==> src/rtl/stall_ctrl.sv <==
// rtl/stall_ctrl.sv - pipeline stall/flush control with destination tracker and stall-run monitor
module stall_ctrl #(
  parameter int CNT_W     = 8,
  parameter int MAX_STALL = 3
) (
  input  logic             clk,
  input  logic             nrst,
  input  logic             stall,
  input  logic [4:0]       ID_wraddr,
  input  logic             ID_wr_en,
  input  logic             flush,
  output logic             PC_en,
  output logic             IFID_en,
  output logic             IFID_flush,
  output logic [4:0]       EXE_wraddr,
  output logic [4:0]       MEM_wraddr,
  output logic [4:0]       WB_wraddr,
  output logic             EXE_wr_en,
  output logic             MEM_wr_en,
  output logic             WB_wr_en,
  output logic [CNT_W-1:0] stall_cnt,
  output logic             hz_err
);

  localparam int                RUN_W   = $clog2(MAX_STALL + 2);
  localparam logic [RUN_W-1:0]  RUN_SAT = RUN_W'(MAX_STALL + 1);
  localparam logic [RUN_W-1:0]  RUN_MAX = RUN_W'(MAX_STALL);

  typedef enum logic {
    RUN   = 1'b0,
    STALL = 1'b1
  } state_t;

  state_t           state;
  state_t           state_nxt;
  logic [RUN_W-1:0] run_cnt;
  logic [RUN_W-1:0] run_nxt;
  logic             hz_set;
  logic             exe_in_en;
  logic [4:0]       exe_in_addr;

  // Stall wins over flush: the held IF/ID entry must survive the stall.
  assign PC_en      = ~stall;
  assign IFID_en    = ~stall;
  assign IFID_flush = flush & ~stall;

  // Writes to $0 are architecturally void, so they enter the tracker as bubbles.
  assign exe_in_en   = ~stall & ID_wr_en & (|ID_wraddr);
  assign exe_in_addr = exe_in_en ? ID_wraddr : 5'd0;

  always_ff @(posedge clk) begin
    if (!nrst) begin
      state   <= RUN;
      run_cnt <= '0;
    end else begin
      state   <= state_nxt;
      run_cnt <= run_nxt;
    end
  end

  always_comb begin
    state_nxt = state;
    run_nxt   = run_cnt;
    case (state)
      RUN: begin
        if (stall) begin
          state_nxt = STALL;
          run_nxt   = RUN_W'(1);
        end
      end
      STALL: begin
        if (stall) begin
          if (run_cnt != RUN_SAT) run_nxt = run_cnt + RUN_W'(1);
        end else begin
          state_nxt = RUN;
          run_nxt   = '0;
        end
      end
      default: begin
        state_nxt = RUN;
        run_nxt   = '0;
      end
    endcase
  end

  always_comb begin
    hz_set = 1'b0;
    if (stall && (run_nxt > RUN_MAX)) hz_set = 1'b1;
  end

  always_ff @(posedge clk) begin
    if (!nrst) begin
      hz_err    <= 1'b0;
      stall_cnt <= '0;
    end else begin
      if (hz_set) hz_err <= 1'b1;
      if (stall && (stall_cnt != {CNT_W{1'b1}})) stall_cnt <= stall_cnt + CNT_W'(1);
    end
  end

  always_ff @(posedge clk) begin
    if (!nrst) begin
      EXE_wraddr <= 5'd0;
      EXE_wr_en  <= 1'b0;
      MEM_wraddr <= 5'd0;
      MEM_wr_en  <= 1'b0;
      WB_wraddr  <= 5'd0;
      WB_wr_en   <= 1'b0;
    end else begin
      EXE_wraddr <= exe_in_addr;
      EXE_wr_en  <= exe_in_en;
      MEM_wraddr <= EXE_wraddr;
      MEM_wr_en  <= EXE_wr_en;
      WB_wraddr  <= MEM_wraddr;
      WB_wr_en   <= MEM_wr_en;
    end
  end

endmodule
==> config.mk <==
export PLATFORM = sky130hd
export DESIGN_NAME = stall_ctrl
export DESIGN_NICKNAME = d
export VERILOG_FILES = /design/src/rtl/stall_ctrl.sv
export SDC_FILE = /design/constraint.sdc
export NUM_CORES = 1
export LEC_CHECK = 0
export ABC_AREA = 1
export CORE_MARGIN = 8
export CORE_UTILIZATION = 55
export CTS_CLUSTER_DIAMETER = 150
export DETAILED_ROUTE_END_ITERATION = 16
export DONT_BUFFER_PORTS = 1
export PLACE_DENSITY = 0.7
export SYNTH_ARGS = -nofsm -noshare
export SYNTH_HDL_FRONTEND = slang
export SYNTH_SLANG_ARGS = --single-unit
==> constraint.sdc <==
create_clock -name clk -period 1.7 [get_ports clk]
set_input_delay 0.085 -clock clk [delete_from_list [all_inputs] [get_ports clk]]
set_output_delay 0.085 -clock clk [all_outputs]
set_load 0.1 [all_outputs]
# Word-level counts from Yosys, hierarchy flattened
# Index checks and enable logic that the tools add are counted.
[word_totals]
register_bits = 31
latch_bits = 0
mem_bits_rw = 0
mem_bits_ro = 0
inputBits = 10
out_inout_bits = 30
word_cells = 30
memories = 0
[classes]
add_sub_neg = 2
n_mul = 0
div_mod_pow = 0
magnitude_cmp = 1
eq_ne = 2
shift = 0
mux = 6
bitwise = 5
reduce_logical = 4
[ops]
columns = ["operator", "n"]
rows = [
  ["$mux 3", 3],
  ["$add 8x1->8 const B", 1],
  ["$ne 8x8->1 const B", 1],
  ["$pmux 3 s2", 1],
  ["$reduce_or 5->1", 1],
  ["$add 3x1->3 const B", 1],
  ["$and 1x1->1", 3],
  ["$gt 3x2->1 const B", 1],
  ["$ne 3x3->1 const B", 1],
  ["$logic_and 1x1->1", 2],
  ["$mux 1", 2],
  ["$not 1->1", 2],
  ["$reduce_and 2->1", 1],
]

# Depth between registers and ports, before layout
# Gate-level depths: netlist (run 1).
[logic_depth]
word_depth = 7
depth_mapped = 9
ltp_nobuf = 8

# Least setup slack after synthesis (run 1)
# Ideal clock, no wire load.
[synth_timing]
path_type = "register to register"
start = "reg stall_cnt[1]"
end = "reg stall_cnt[4]"
setup_ns = 0.113
arrival_time_ns = 1.943
t_required_ns = 1.587
path_slack_ns = -0.356
path_stages_with_launch = 10
n_path_buf = 1
period_less_slack_ns = 2.056
cell_sequence = "dfxtp_1 ha_1 nand2_2 nor2_2 nand2_1 buf_6 nand3_1 nand2_1 nand2_1 nor2_1"
[synth_between]
elab_chain_len = 2
word_cells_on_any_way = 3
classes_between = "add/sub (1); eq/ne (1); reduce/logical (1)"
[synth_lines]
columns = ["element", "line_no", "text"]
rows = [
  ["from (decl)", "21", "output logic [CNT_W-1:0] stall_cnt,"],
  ["from (signal assigned)", "97", "if (stall && (stall_cnt != {CNT_W{1'b1}})) stall_cnt <= stall_cnt + CNT_W'(1);"],
  ["parallel branches: the longest is 2 deep, another holds $add 8x1->8", "n/a", ""],
]
# Parallel ways; which one is timed is not known.
# A chain may end at the register's enable or synchronous reset.

# Worst setup path after layout (run 1)
[layout_timing]
start = "in stall"
end = "out PC_en"
[layout_between]
elab_chain_len = 1
[layout_lines]
columns = ["element", "line_no", "text"]
rows = [
  ["from (decl)", "8", "input logic stall,"],
  ["$not 1->1", "n/a", ""],
  ["to (decl)", "12", "output logic PC_en,"],
]
# Every way passes these cells.

==> metrics, run 1 <==
die width 63.2 µm; grt ovf 0; Synth Area in Simple Gates 27.5%; aggregate global-route resource usage about 15%; total via count after detailed routing 1106; dominant register cell in the synthesized netlist dfxtp_1; number of global-route vias before repair about 1100; area grow syn2layout 29.8%; Die Y-Extent 63.2 µm; cell taking the most area after synthesis dfxtp_1; CTS tree built; Crit Path Category in -> out; number of vias per cell between 4 and 5; Static Leak 0.859 nW; cell with the largest stage delay on the worst path dlygate4sd3_1; proportion of power drawn by the clock network 30.3%; Post CTS Setup Buffer Count 0; fraction of power spent switching nets between 20% and 30%; share of synthesized flip-flops with an asynchronous set or reset 0%; NetSw 0.407 mW; maximum clock frequency roughly 650 MHz; Hold Path Cell Cnt 4; clock tree root buffer cell clkbuf_4; detailed router's first-iteration violation count 36; CP Cell Sequence dlygate4sd3_1 > inv_2 > buf_4; most used standard cell by instance count after synthesis nand2_1; final design instance area without fill around 0.0016 mm²; Setup crit start kind primary input; number of unique standard cell types used by synthesis 19; Finish-stage setup viols 0; initial antenna violation count 0; Rows 17; worst min path class in -> reg; commonest cells in the synthesized netlist nand2_1, inv_1, dfxtp_1; area of the core 0.00215 mm²; crit-path max FO 15; multiplexer area fraction after synthesis 0%; diodes inserted 0; routed wire length 2.82 mm; mean post-synth cell area 7.42 µm²; Reg clk slew, reported paths around 0.090 ns; endpoint type of the worst setup path output pin; synthesized flop and latch total 31; Ports 40; period utilisation layout 90.6%; max-slew violation total from the final report 0; Max transition margin 56.4%; Max IR drop VDD 0.726 mV; # clock sinks 31; max_cap viols 0; Antenna Nets Post-Route 0; Reg2Reg Depth 8; maximum number of pins on one net before global-route repair 20; maximum level of the CTS H-tree 2; power density over the cells 876 mW/mm²; combinational share of power between 15 and 20%; post-synthesis instance area between 0.001 and 0.0015 mm²; initial core utilization 57.0%; Seq pwr share 54.0%; syn_nets around 180; instance count on the critical path 3; proportion of synthesized chip area in sequential cells 50.7%; number of gates resized after cts 0; DP HPWL ~2 mm; Worst Skew about 0.0047 ns; clk_lat worst skew 0.32 ns; first-pass GRT wire length 4.68 mm; Die Area 0.00399 mm²; weighted congestion reported at the end of routability-driven placement 0.824; Compound-Gate Fraction of Synth Area 4.91%; family with the most delay on the worst path buffers and inverters; clk buf depth 2; leading post-synthesis cells by cell area dfxtp_1, nand2_1, inv_1; Net count, final between 200 and 250; status complete, no violations; count of mapped cells out of synthesis 165; largest family of logic cells by synthesized area simple AND/OR/NAND/NOR gates; fraction of final layout cells with drive strength greater than 1 approximately 24%; worst path buffer plus inverter count 3; adder and majority gate portion of the synthesized area 3.07%; area post-placement approximately 0.0015 mm²; Num CTS Buffers 5; CP arrival 1.45 ns; first-pass detailed-route iteration total 4; stage delay of the slowest cell on the critical path roughly 0.74 ns; Synth top area share slightly above 50%; area share of xor/xnor cells in the synthesized design 0%; number of synthesized flops with an enable pin 0; number of input and output port buffers inserted 0; RSZ-0062 raised after global routing no; Total Negative Setup Slacks 0 ns; CP Data Required Time 1.62 ns; hold violation count in the final report 0; number of remaining DRC errors 0; actual slew at the worst max-slew pin 0.652 ns; minimum clock period after layout about 1.5 ns; Wirelength per Cell approximately 12 µm; number of warning messages in the yosys log 0; cell internal pwr ~1 mW
==> worst register-to-register path, cell delays in order (launching register included) <==
cell and delay, ns:
dfxtp_2 0.33, ha_1 0.23, nand2_2 0.09, nor2_2 0.04, nand2_1 0.26, nand2_1 0.17
nor2_1 0.12, nor2_1 0.04, nor2_1 0.10
==> kinds of logic after synthesis <==
family,Yosys count
buffers and inverters,41
AND/OR/NAND/NOR,79
flip-flops,31
adder cells (fa/ha/maj),3
AO/OA/AOI/OAI,11
==> power groups by stage <==
stage	Combinational [mW]	Sequential, mW	Clock (mW)
global route	0.230	0.753	0.472
detailed placement	0.193	0.768	0
CTS	0.219	0.751	0.436
finish	0.218	0.751	0.422
global placement	0.190	0.767	0
floorplan	0.0815	0.858	0
==> final cells by class <==
type,instances,area [µm²]
clock buffers,6,51.3
clock inverters,1,5.00
fillers,164,561
inverters,35,131
multi-input cells,93,437
flip-flops and latches,31,631
well taps,28,35.0
repair buffers,37,298
==> stage by stage <==
| stage | instances | power (mW) | util, % | hold WS (ns) | worst slack [ns] |
|---|---|---|---|---|---|
| after floorplan | 165 | 0.940 | - | 0.183 | 0.0272 |
| after CTS | 231 | 1.41 | 73.9 | 0.0592 | 0.149 |
| after detailed placement | 216 | 0.961 | 67.6 | 0.188 | 0.295 |
| after global placement | 216 | 0.957 | 67.6 | 0.183 | 0.344 |
| after global routing | 231 | 1.45 | 73.9 | 0.0831 | 0.0134 |
| final | 231 | 1.39 | 73.9 | 0.0749 | 0.161 |
==> state kept, by name, indices dropped and copies added (netlist names) <==
| name | count |
|---|---|
| EXE_wr_en | 1 |
| MEM_wraddr | 5 |
| EXE_wraddr | 5 |
| run_cnt | 3 |
| stall_cnt | 8 |
| hz_err | 1 |
| MEM_wr_en | 1 |
| state | 1 |
| WB_wr_en | 1 |
| WB_wraddr | 5 |
==> final timing paths <==
kind	startpoint	end	slack, ns
max reg2reg	stall_cnt[0]	stall_cnt[7]	0.27
min	ID_wr_en	EXE_wraddr[3]	0.07
max	stall	PC_en	0.16
min reg2reg	EXE_wraddr[1]	MEM_wraddr[1]	0.45
==> per-layer routing <==
metal	share of wire [%]	wire (µm)	track usage, %	vias to the layer above
met2	52	1480	26.9	43
met5	0	0	0	-
met4	2.1	58	6.69	0
li1	-	-	-	571
met3	10	281	7.42	7
met1	35	1000	12.9	485
==> layout by cell type (no fill, tap or decap), drive strengths merged, types with 2 or more instances in the layout <==
cell,n
nand2,44
inv,35
dfxtp,31
buf,29
nor2,18
nand3,8
dlygate4sd3,8
a21oi,6
clkbuf,6
nand4,5
o21ai,3
ha,3
nor3,2
nand3b,2
==> timing repair <==
action	CTS	global route
endpoints found under the hold margin	30	0
hold buffers	8	0
setup endpoints to repair	0	0
No activity file was read; power rests on OpenSTA's default activity.
==> inputs of run 2 (changes only) <==
CORE_ASPECT_RATIO = 1.25   (was default)
==> run 2 against run 1 <==
Against the previous run:
- count of clock-buffer cells in the layout is the same
- largest cell class unchanged
- sequential share of layout area grew 0.094 points
- critical endpoint unchanged
- critical path type unchanged
- cell area decreased by 0.24%
- non-clock buffer count shrank 1
==> metrics, run 2 (synthesis gave the netlist of run 1 again) <==
final design instance area without fill ~0.0016 mm²; Die Area between 0.003 and 0.004 mm²; number of global-route vias before repair 1054; cell with the largest stage delay on the worst path dlygate4sd3_1; maximum level of the CTS H-tree 2; max-slew violation total from the final report 0; diodes inserted 0; final-layout worst hold slack ~0.13 ns; post-route non-filler standard cell count 233; Total Negative Setup Slacks 0 ns; number of vias per cell 4.84; Max IR drop VDD approximately 0.8 mV; area of the core 0.00216 mm²; Worst Skew 0.0120 ns; # clock sinks 31; fin util approximately three quarters; number of placed cells counting well taps about 220; maximum number of pins on one net before global-route repair 20; Wirelength per Cell 12.3 µm; Net count, final 215; grt ovf 0; final worst slack 0.137 ns; Num CTS Buffers 5; fraction of final layout cells with drive strength greater than 1 24.3%; actual slew at the worst max-slew pin around 0.67 ns; Biggest register stall_cnt; endpoint type of the worst setup path output pin; initial core utilization 56.6%; Max transition margin a little under three fifths; number of input and output port buffers inserted 0; number of flip-flops in the largest register 8; die width 58.2 µm; overall power after layout ~1.4 mW; CTS tree built; initial antenna violation count 0; Fillers approximately 170; hold violation count in the final report 0; power density over the cells 887 mW/mm²; first-pass GRT wire length 4.49 mm; Rows 19; total via count after detailed routing between 1000 and 1500; clk buf depth 2; CP Cell Sequence dlygate4sd3_1 > inv_2 > buf_4; Setup crit start kind primary input; Reg clk slew, reported paths approximately 0.09 ns; stage delay of the slowest cell on the critical path 0.76 ns; crit-path max FO 16; Ports 40; clock tree root buffer cell clkbuf_4; number of remaining DRC errors 0; Finish-stage setup viols 0; area post-placement 0.00146 mm²; area grow syn2layout 29.4%; DP HPWL 1.94 mm; Die Y-Extent between 60 and 70 µm; Antenna Nets Post-Route 0; routed wire length 2.88 mm; worst path buffer plus inverter count 3; status complete, no violations; clk_lat worst skew 0.33 ns; family with the most delay on the worst path buffers and inverters; period utilisation layout 91.9%; RSZ-0062 raised after global routing no; worst min path class in -> reg; Crit Path Category in -> out; pre-CTS setup slack between 0.2 and 0.3 ns; most common cell after layout, fill and taps aside nand2_1; weighted congestion reported at the end of routability-driven placement approximately 0.8; max_cap viols 0; most frequent cells in the layout nand2_1, inv_1, buf_4, dfxtp_1, nor2_1; CP Data Required Time 1.62 ns; first-pass detailed-route iteration total 4; aggregate global-route resource usage 15.0%; Static Leak 0.864 nW; Post CTS Setup Buffer Count 0; detailed router's first-iteration violation count 38; maximum clock frequency 640 MHz; CP arrival between 1 and 1.5 ns; minimum clock period after layout 1.56 ns
## run 2: cell count changes in the layout (fill, tap and decap cells not counted)
cell / previous run / this run
dlymetal6s4s_1: 0 / 1
dlygate4sd3_1: 8 / 6
## run 2: report_power, final
group,switching (mW),total [mW],internal [mW]
sequential,0.00721,0.751,0.743
combinational,0.173,0.221,0.0485
clock,0.242,0.434,0.191
total,0.422,1.41,0.983
## run 2: worst paths after layout
kind	startpoint	end	slack, ns	cells past startpoint
worst min-delay path	ID_wr_en	EXE_wraddr[2]	0.13	4
worst max register to register	stall_cnt[0]	stall_cnt[7]	0.25	8
worst max-delay path	stall	PC_en	0.14	3
worst min register to register	EXE_wraddr[4]	MEM_wraddr[4]	0.44	2
## run 2: cell type report
type | count | area, µm² | area share (%)
Sequential cell | 31 | 631 | 39.8
Multi-Input combinational cell | 93 | 437 | 27.6
Timing Repair Buffer | 36 | 290 | 18.3
Inverter | 35 | 131 | 8.29
Clock buffer | 6 | 51.3 | 3.24
Tap cell | 31 | 38.8 | 2.45
Clock inverter | 1 | 5.00 | 0.316
## run 2: tightest hold or removal path: cells and delay by family
| family | cells | cell delay (ns) |
|---|---|---|
| simple gates | 4 | 0.33 |
## run 2: timing repair
item,4_1_cts,5_1_grt
endpoints found under the hold margin,30,0
gates resized for setup,0,1
setup endpoints to repair,0,2
hold buffers,7,0
## run 2: metal layers
layer  vias to the layer above  part of all wire (%)  track usage, %
li1                        573                     -               -
met1                       500                    32            12.1
met3                         5                    12            8.72
met4                         0                   1.3            5.52
met2                        49                    54            29.6
met5                         -                     0               0
